===== src/rtl/jtsbaskt_obj_linebuf.sv =====
// Sprite line buffer: scans object RAM for the next line, fetches 16x16 4bpp rows from ROM
// and paints one half of a double line buffer while the other half is read out and cleared.
//
// state | meaning
// IDLE  | waiting for the first line start
// READ  | fetching the 4 bytes of the current sprite entry
// CHECK | vertical hit test against the next line
// FETCH | ROM request for one 8-pixel half row
// DRAW  | painting 8 pixels, one per clk
// DONE  | all sprites scanned, waiting for line start
module jtsbaskt_obj_linebuf #(
   parameter int         OBJMAX  = 24,
   parameter logic [7:0] HOFFSET = 8'd0
)(
   input  logic        clk,
   input  logic        rst,
   input  logic        pxl_cen,
   input  logic        hs,
   input  logic        LHBL,
   input  logic [7:0]  vdump,
   input  logic [7:0]  hdump,
   input  logic        flip,
   output logic [7:0]  oram_addr,
   input  logic [7:0]  oram_dout,
   output logic [13:0] rom_addr,
   output logic        rom_cs,
   input  logic        rom_ok,
   input  logic [31:0] rom_data,
   output logic [3:0]  obj_pxl
);
   typedef enum logic [2:0] {IDLE, READ, CHECK, FETCH, DRAW, DONE} state_t;

   localparam logic [5:0] LAST_IDX = 6'(OBJMAX - 1);

   state_t      state, state_nxt;
   logic [5:0]  idx;
   logic [2:0]  rd_cnt;
   logic [7:0]  code_lo, spr_x, spr_y;
   logic        code_hi, hflip, vflip;
   logic [3:0]  row;
   logic        pass;
   logic [2:0]  pix_cnt;
   logic [31:0] pxl_word;
   logic        draw_bank;
   logic [7:0]  clr_cnt;
   logic        clr_busy;
   logic [3:0]  mem0 [0:255];
   logic [3:0]  mem1 [0:255];

   logic [7:0]  ydiff_now;
   logic        miss, last_spr;
   logic [2:0]  nib_sel;
   logic [3:0]  draw_nib;
   logic [7:0]  draw_addr, rd_addr;
   logic        draw_we, rd_clr;

   assign ydiff_now = vdump + 8'd1 - spr_y;
   assign miss      = ydiff_now[7:4] != 4'd0;
   assign last_spr  = idx == LAST_IDX;

   assign oram_addr = {idx, rd_cnt[1:0]};
   assign rom_cs    = state == FETCH;
   assign rom_addr  = {code_hi, code_lo, row, pass ^ hflip};

   // hflip walks the word from its low nibble upwards
   assign nib_sel   = hflip ? pix_cnt : ~pix_cnt;
   assign draw_nib  = pxl_word[{nib_sel, 2'b00} +: 4];
   assign draw_addr = spr_x + {4'd0, pass, pix_cnt};
   assign draw_we   = state == DRAW && draw_nib != 4'd0;

   assign rd_addr   = (flip ? ~hdump : hdump) + HOFFSET;
   assign rd_clr    = pxl_cen && LHBL && !clr_busy;

   always_ff @(posedge clk) begin
      if (rst) state <= IDLE;
      else     state <= state_nxt;
   end

   always_comb begin
      state_nxt = state;
      if (hs) begin
         state_nxt = READ;
      end else begin
         case (state)
            IDLE:  state_nxt = IDLE;
            READ:  if (rd_cnt == 3'd4) state_nxt = CHECK;
            CHECK: begin
               if (!miss)         state_nxt = FETCH;
               else if (last_spr) state_nxt = DONE;
               else               state_nxt = READ;
            end
            FETCH: if (rom_ok) state_nxt = DRAW;
            DRAW: begin
               if (pix_cnt == 3'd7) begin
                  if (!pass)         state_nxt = FETCH;
                  else if (last_spr) state_nxt = DONE;
                  else               state_nxt = READ;
               end
            end
            DONE:    state_nxt = DONE;
            default: state_nxt = IDLE;
         endcase
      end
   end

   always_ff @(posedge clk) begin
      if (rst) begin
         draw_bank <= 1'b0;
         idx       <= 6'd0;
         rd_cnt    <= 3'd0;
         code_lo   <= 8'd0;
         code_hi   <= 1'b0;
         hflip     <= 1'b0;
         vflip     <= 1'b0;
         spr_x     <= 8'd0;
         spr_y     <= 8'd0;
         row       <= 4'd0;
         pass      <= 1'b0;
         pix_cnt   <= 3'd0;
         pxl_word  <= 32'd0;
      end else if (hs) begin
         draw_bank <= ~draw_bank;
         idx       <= 6'd0;
         rd_cnt    <= 3'd0;
      end else begin
         case (state)
            READ: begin
               // oram_dout lags oram_addr by one clk, so byte k lands when rd_cnt is k+1
               rd_cnt <= rd_cnt + 3'd1;
               case (rd_cnt)
                  3'd1: code_lo <= oram_dout;
                  3'd2: begin
                     code_hi <= oram_dout[0];
                     hflip   <= oram_dout[6];
                     vflip   <= oram_dout[7];
                  end
                  3'd3: spr_x <= oram_dout;
                  3'd4: spr_y <= oram_dout;
                  default: ;
               endcase
            end
            CHECK: begin
               rd_cnt <= 3'd0;
               pass   <= 1'b0;
               row    <= vflip ? ~ydiff_now[3:0] : ydiff_now[3:0];
               if (miss && !last_spr) idx <= idx + 6'd1;
            end
            FETCH: begin
               if (rom_ok) begin
                  pxl_word <= rom_data;
                  pix_cnt  <= 3'd0;
               end
            end
            DRAW: begin
               pix_cnt <= pix_cnt + 3'd1;
               if (pix_cnt == 3'd7) begin
                  if (!pass)          pass <= 1'b1;
                  else if (!last_spr) idx  <= idx + 6'd1;
               end
            end
            default: ;
         endcase
      end
   end

   always_ff @(posedge clk) begin
      if (rst) begin
         clr_busy <= 1'b1;
         clr_cnt  <= 8'd0;
      end else if (clr_busy) begin
         clr_cnt <= clr_cnt + 8'd1;
         if (clr_cnt == 8'hff) clr_busy <= 1'b0;
      end
   end

   // draw and read/clear always target opposite halves
   always_ff @(posedge clk) begin
      if (clr_busy) begin
         mem0[clr_cnt] <= 4'd0;
         mem1[clr_cnt] <= 4'd0;
      end else begin
         if (draw_we) begin
            if (draw_bank) mem1[draw_addr] <= draw_nib;
            else           mem0[draw_addr] <= draw_nib;
         end
         if (rd_clr) begin
            if (draw_bank) mem0[rd_addr] <= 4'd0;
            else           mem1[rd_addr] <= 4'd0;
         end
      end
   end

   always_ff @(posedge clk) begin
      if (rst) begin
         obj_pxl <= 4'd0;
      end else if (pxl_cen) begin
         if (rd_clr) obj_pxl <= draw_bank ? mem0[rd_addr] : mem1[rd_addr];
         else        obj_pxl <= 4'd0;
      end
   end
endmodule


===== config.mk =====
export PLATFORM = sky130hd
export DESIGN_NAME = jtsbaskt_obj_linebuf
export DESIGN_NICKNAME = d
export VERILOG_FILES = /design/src/rtl/jtsbaskt_obj_linebuf.sv
export SDC_FILE = /design/constraint.sdc
export NUM_CORES = 2
export LEC_CHECK = 0
export ABC_AREA = 1
export BUFFER_PORTS_ARGS = -buffer_cell sky130_fd_sc_hd__buf_2
export CAP_MARGIN = 15
export CORE_ASPECT_RATIO = 0.8
export CORE_UTILIZATION = 41
export CTS_CLUSTER_DIAMETER = 100
export DETAILED_ROUTE_END_ITERATION = 10
export PLACE_DENSITY_LB_ADDON = 0.05
export SETUP_SLACK_MARGIN = 0.5
export SYNTH_ARGS = -nofsm -noshare
export SYNTH_HDL_FRONTEND = slang
export SYNTH_SLANG_ARGS = --single-unit

===== constraint.sdc =====
create_clock -name clk -period 8.41 [get_ports clk]
set_clock_uncertainty 0.05 [all_clocks]
set_input_delay 0.4205 -clock clk [delete_from_list [all_inputs] [get_ports clk]]
set_output_delay 0.4205 -clock clk [all_outputs]
set_load 0.05 [all_outputs]

==> impl_metrics.py <==
metrics = {
    "floorplanning": {
        "num_rows": 154,
        "ios": 90,
        "die_w_um": 530,
        "dieHeight_um": 424,
        "total_core_area_um2": 221000,
        "initial_core_util_pct": 41.4,
        "floorplan.die_area_um2": 225000,
    },
    "synth": {
        "netlist_top_cells_area": "edfxtp_1 (67%), nand3_1 (11%), nand2_1 (9.3%)",
        "synth-async-reset-ratio_pct": 0,
        "yosysTopAreaCellShare_pct": 67.2,
        "synthesis.area_per_instance_um2": 11.1,
        "synthesis.instances": 8258,
        "number_of_enable_type_register_cells_in_the_synthesized_netlist": 2048,
        "synth.cell_area_um2": 91500,
        "netlist.top_cell.by_area": "edfxtp_1",
        "synth_top_flop_cell": "edfxtp_1",
        "ys_seq_elements": 2141,
        "synth.yosys.warnings": 0,
        "post_synth_num_cell_types": 45,
        "proportion_of_synthesized_chip_area_in_sequential_cells_pct": 69.3,
        "synth_nets": 8350,
    },
    "power": {
        "power_consumption_uw": 23200,
        "power_density_nw_per_um2": 228,
        "pwr-share-seq_pct": 49.7,
        "combinationalPowerShare_pct": 8.1,
        "power.leakage_uw": 0.0375,
        "power.internal_uw": 17600,
        "power.share.clock_pct": 42.2,
        "switching_share_pct": 24.2,
        "max-vdd-ir-drop_v": 0.000193,
        "p_sw_uw": 5600,
    },
    "cts": {
        "tritoncts": "yes",
        "tritoncts.num_buffers": 226,
        "worstSkewPairLatency_ns": 0.86,
        "post_cts.repair.setup_buffers": 0,
        "clock_path_buffers": 4,
        "cts_root_buffer": "clkbuf_16",
        "cts_sinks": 2141,
        "clk_pin_slew_worst_paths_ns": 0.06,
        "post_cts.resized_instances": 0,
        "clock_tree.htree_level_count": 4,
    },
    "setup_path": {
        "critical_path_required_ns": 8.88,
        "cp-startpoint": "draw_bank$_SDFFE_PP0P_",
        "critical_path_fanout_max": 18,
        "critical_path_capture_point": "mem0[19][3]$_DFFE_PP_",
        "crit_path_start_kind": "register",
        "arrival_time_reported_for_the_critical_path_endpoint_ns": 5.62,
        "worst-setup-path-type": "register to register",
        "timing.critical_path.cells": "clkinv_1 > nor2_1 > buf_4 > inv_1 > nand3_1 > nand2_1 > nor2_4 > nand3_2 > nor2_1",
        "worstSetupEndpointType": "register",
        "critPathTopFamily": "simple AND/OR/NAND/NOR gates",
        "reg2reg_to": "mem0[19][3]$_DFFE_PP_",
        "worst-path-stages": 9,
        "timing.critical_path.slowest_cell_delay_ns": 0.87,
        "rr_startpoint": "draw_bank$_SDFFE_PP0P_",
        "critPathSlowestCell": "nand3_2",
        "cp_common_cell": "nor2_1",
        "r2r_setup_slack_ns": 3.26,
        "cp_num_buf_inv": 3,
        "reg2regPathDepth": 9,
    },
    "run_status": {
        "run_status": "finished, final reports clean",
    },
    "global_routing": {
        "grt_first_pass_wirelength_mm": 408,
        "antenna_found_initial": 11,
        "grt_start_max_net_pins": 172,
        "via_count_of_the_first_global_routing_pass": 60800,
        "grtUsageTotal_pct": 24.4,
        "grt_overflow_total": 0,
    },
    "timing": {
        "final_max_slew_viol_count": 0,
        "slew_headroom_pct": 19.0,
        "hold_viol": 0,
        "setup-violations-final": 0,
        "final_min_period_over_clock_period_pct": 61.2,
        "clock.fmax_mhz": 194,
        "tightestPinTransition_ns": 1.22,
        "finalSetupTns_ns": 0,
        "final.hold.worst_slack_ns": 0.169,
        "layout_min_cycle_time_ns": 5.15,
        "rsz0062_at_grt": "no",
    },
    "drt": {
        "via_count_of_the_routed_design": 62100,
        "drc": 0,
        "routed-wl-met2_mm": 120,
        "remaining_antenna_violation_count_after_routing": 0,
        "detailroute.wirelength.met3_mm": 17.1,
        "top_layer": "met5",
        "m1WireLength_mm": 134,
        "drt-wirelength-per-cell_um": 24.3,
        "finalWirelength_mm": 275,
        "drt_first_iter_violations": 6271,
        "drt_pass1_iterations": 6,
        "detail_route.vias_per_cell": 5.49,
    },
    "worst_hold_path": {
        "hold_class": "input port to register",
    },
    "placement": {
        "hpwl_mm": 155,
        "detailed_place.area_um2": 94300,
        "buffer_ports.inserted": 89,
        "routabilityCongestion": 0.805,
    },
    "finish": {
        "final_layout_size_suffix_gt1_share_pct": 8.98,
        "post_route_cell_area_um2": 102000,
        "areaGrowthSynthToFinish_pct": 11.3,
        "design.final.nets": 8263,
    },
    "run": {
        "reported_max_cap_violation_count": 0,
    },
}
==> placed cells by master, fill, tap and decap left out, types with 6 or more instances in the layout <==
| cell type | Yosys | final |
|---|---|---|
| edfxtp_1 | 2048 | 2048 |
| nand3_2 | 31 | 32 |
| clkinv_1 | 5 | 53 |
| nand2_4 | 24 | 26 |
| dlygate4sd3_1 | 0 | 47 |
| clkinvlp_4 | 0 | 12 |
| nor3_1 | 9 | 9 |
| ha_1 | 27 | 27 |
| inv_2 | 4 | 6 |
| xnor2_2 | 1 | 8 |
| buf_2 | 73 | 89 |
| o21ai_0 | 92 | 92 |
| nor2_8 | 13 | 13 |
| nand4_1 | 26 | 26 |
| nand3_1 | 2036 | 2035 |
| nand3_4 | 7 | 7 |
| o211ai_1 | 44 | 44 |
| clkinv_2 | 0 | 38 |
| nor2_2 | 89 | 89 |
| bufinv_16 | 0 | 19 |
| clkbuf_16 | 0 | 231 |
| nand2_1 | 2265 | 2263 |
| inv_1 | 214 | 209 |
| xor2_1 | 9 | 8 |
| clkbuf_1 | 327 | 48 |
| nor2_4 | 14 | 20 |
| nor2_1 | 503 | 497 |
| dfxtp_1 | 93 | 93 |
| a21oi_1 | 75 | 75 |
| buf_12 | 0 | 25 |
| nand2_2 | 33 | 33 |
| buf_4 | 14 | 74 |
| xnor2_1 | 16 | 9 |
==> cells by family after synthesis <==
kind of cell | count (synthesis) | synth area share (%)
AND/OR/NAND/NOR | 5061 | 24.9
flip-flops | 2141 | 69.3
buffers and inverters | 776 | 3.72
adder cells (fa/ha/maj) | 29 | 0.413
AO/OA/AOI/OAI | 223 | 1.40
XOR/XNOR | 28 | 0.293
==> timing repair <==
item | CTS | global route
endpoints found under the hold margin | 74 | 0
setup endpoints to repair | 0 | 0
hold buffers | 47 | 0
==> power groups by stage <==
stage | clock network, uW | registers [uW] | logic (uW)
floorplan | 0 | 11700 | 1150
finish | 9770 | 11500 | 1880
global route | 10300 | 11500 | 2040
detailed placement | 0 | 11700 | 1860
global placement | 0 | 11700 | 1860
CTS | 9950 | 11500 | 1880
==> synthesized netlist by cell type (2+ instances only) <==
library cell     n
dfxtp_1         93
ha_1            27
nand2_1       2265
nor4_1           2
clkbuf_1       327
inv_2            4
o21ai_1          2
xor2_2           2
nor2_4          14
nand2_2         33
xor2_1           9
nor2_8          13
o21bai_1         2
buf_1           92
nand4_1         26
a21oi_4          4
nor3_1           9
nor2_1         503
inv_1          214
nand4_4          2
inv_4            2
nand4_2          2
o211ai_1        44
nand3_1       2036
or2_2            5
buf_2           73
nand3_2         31
nand2_4         24
fa_1             2
xnor2_1         16
buf_4           14
edfxtp_1      2048
nand3_4          7
nor2_2          89
clkinv_1         5
buf_6           43
o21ai_0         92
a21oi_1         75
==> per-layer routing <==
layer | up-vias | track usage [%]
met1 | 31100 | 37.7
met5 | - | 0
met3 | 308 | 3.69
met2 | 1893 | 36.3
li1 | 28700 | -
met4 | 6 | 4.32
==> state kept, by name, indices dropped and copies added, names as in the netlist <==
signal and flops:
state 3, draw_bank 1, pix_cnt 3, code_hi 1, idx 6, mem1 1024, obj_pxl 4, spr_y 8
hflip 1, clr_busy 1, clr_cnt 8, code_lo 8, pass 1, mem0 1024, spr_x 8, row 4
vflip 1, pxl_word 32, rd_cnt 3
==> per-stage QoR <==
| step | utilization (%) | setup WS (ns) | cells |
|---|---|---|---|
| after floorplan | - | 2.33 | 8258 |
| after global placement | 42.7 | 3.27 | 10900 |
| after detailed placement | 42.7 | 3.18 | 10900 |
| after CTS | 46.1 | 3.31 | 11300 |
| after global routing | 46.1 | 3.02 | 11300 |
| final | 46.1 | 3.26 | 11300 |
==> layout make-up <==
cell class	instances	area, um^2
Fill cell	20500	119000
Sequential cell	2141	63400
Multi-Input combinational cell	5341	24800
Clock buffer	279	5960
Tap cell	2964	3710
Timing Repair Buffer	235	1970
Clock inverter	122	1080
Inverter	226	887
Antenna cell	2	5.00
==> worst min-delay path, delay by kind of cell <==
| kind | cells | cell delay [ns] |
|---|---|---|
| AO/OA/AOI/OAI | 1 | 0.06 |
| XOR/XNOR | 1 | 0.11 |
| adder cells (fa/ha/maj) | 2 | 0.35 |
| buffers and inverters | 1 | 0.08 |
==> how the worst min path moves through the flow <==
stage	startpoint	endpoint	cells after the start
after floorplan	code_hi$_SDFFE_PP0P_	code_hi$_SDFFE_PP0P_	2
after global placement	code_hi$_SDFFE_PP0P_	code_hi$_SDFFE_PP0P_	2
after detailed placement	pxl_word[14]$_SDFFE_PP0P_	pxl_word[14]$_SDFFE_PP0P_	2
after CTS	vdump[2]	row[2]$_SDFFE_PP0P_	5
after global routing	vdump[2]	row[2]$_SDFFE_PP0P_	5
final	vdump[2]	row[2]$_SDFFE_PP0P_	5
No activity file was read; power rests on OpenSTA's default activity.
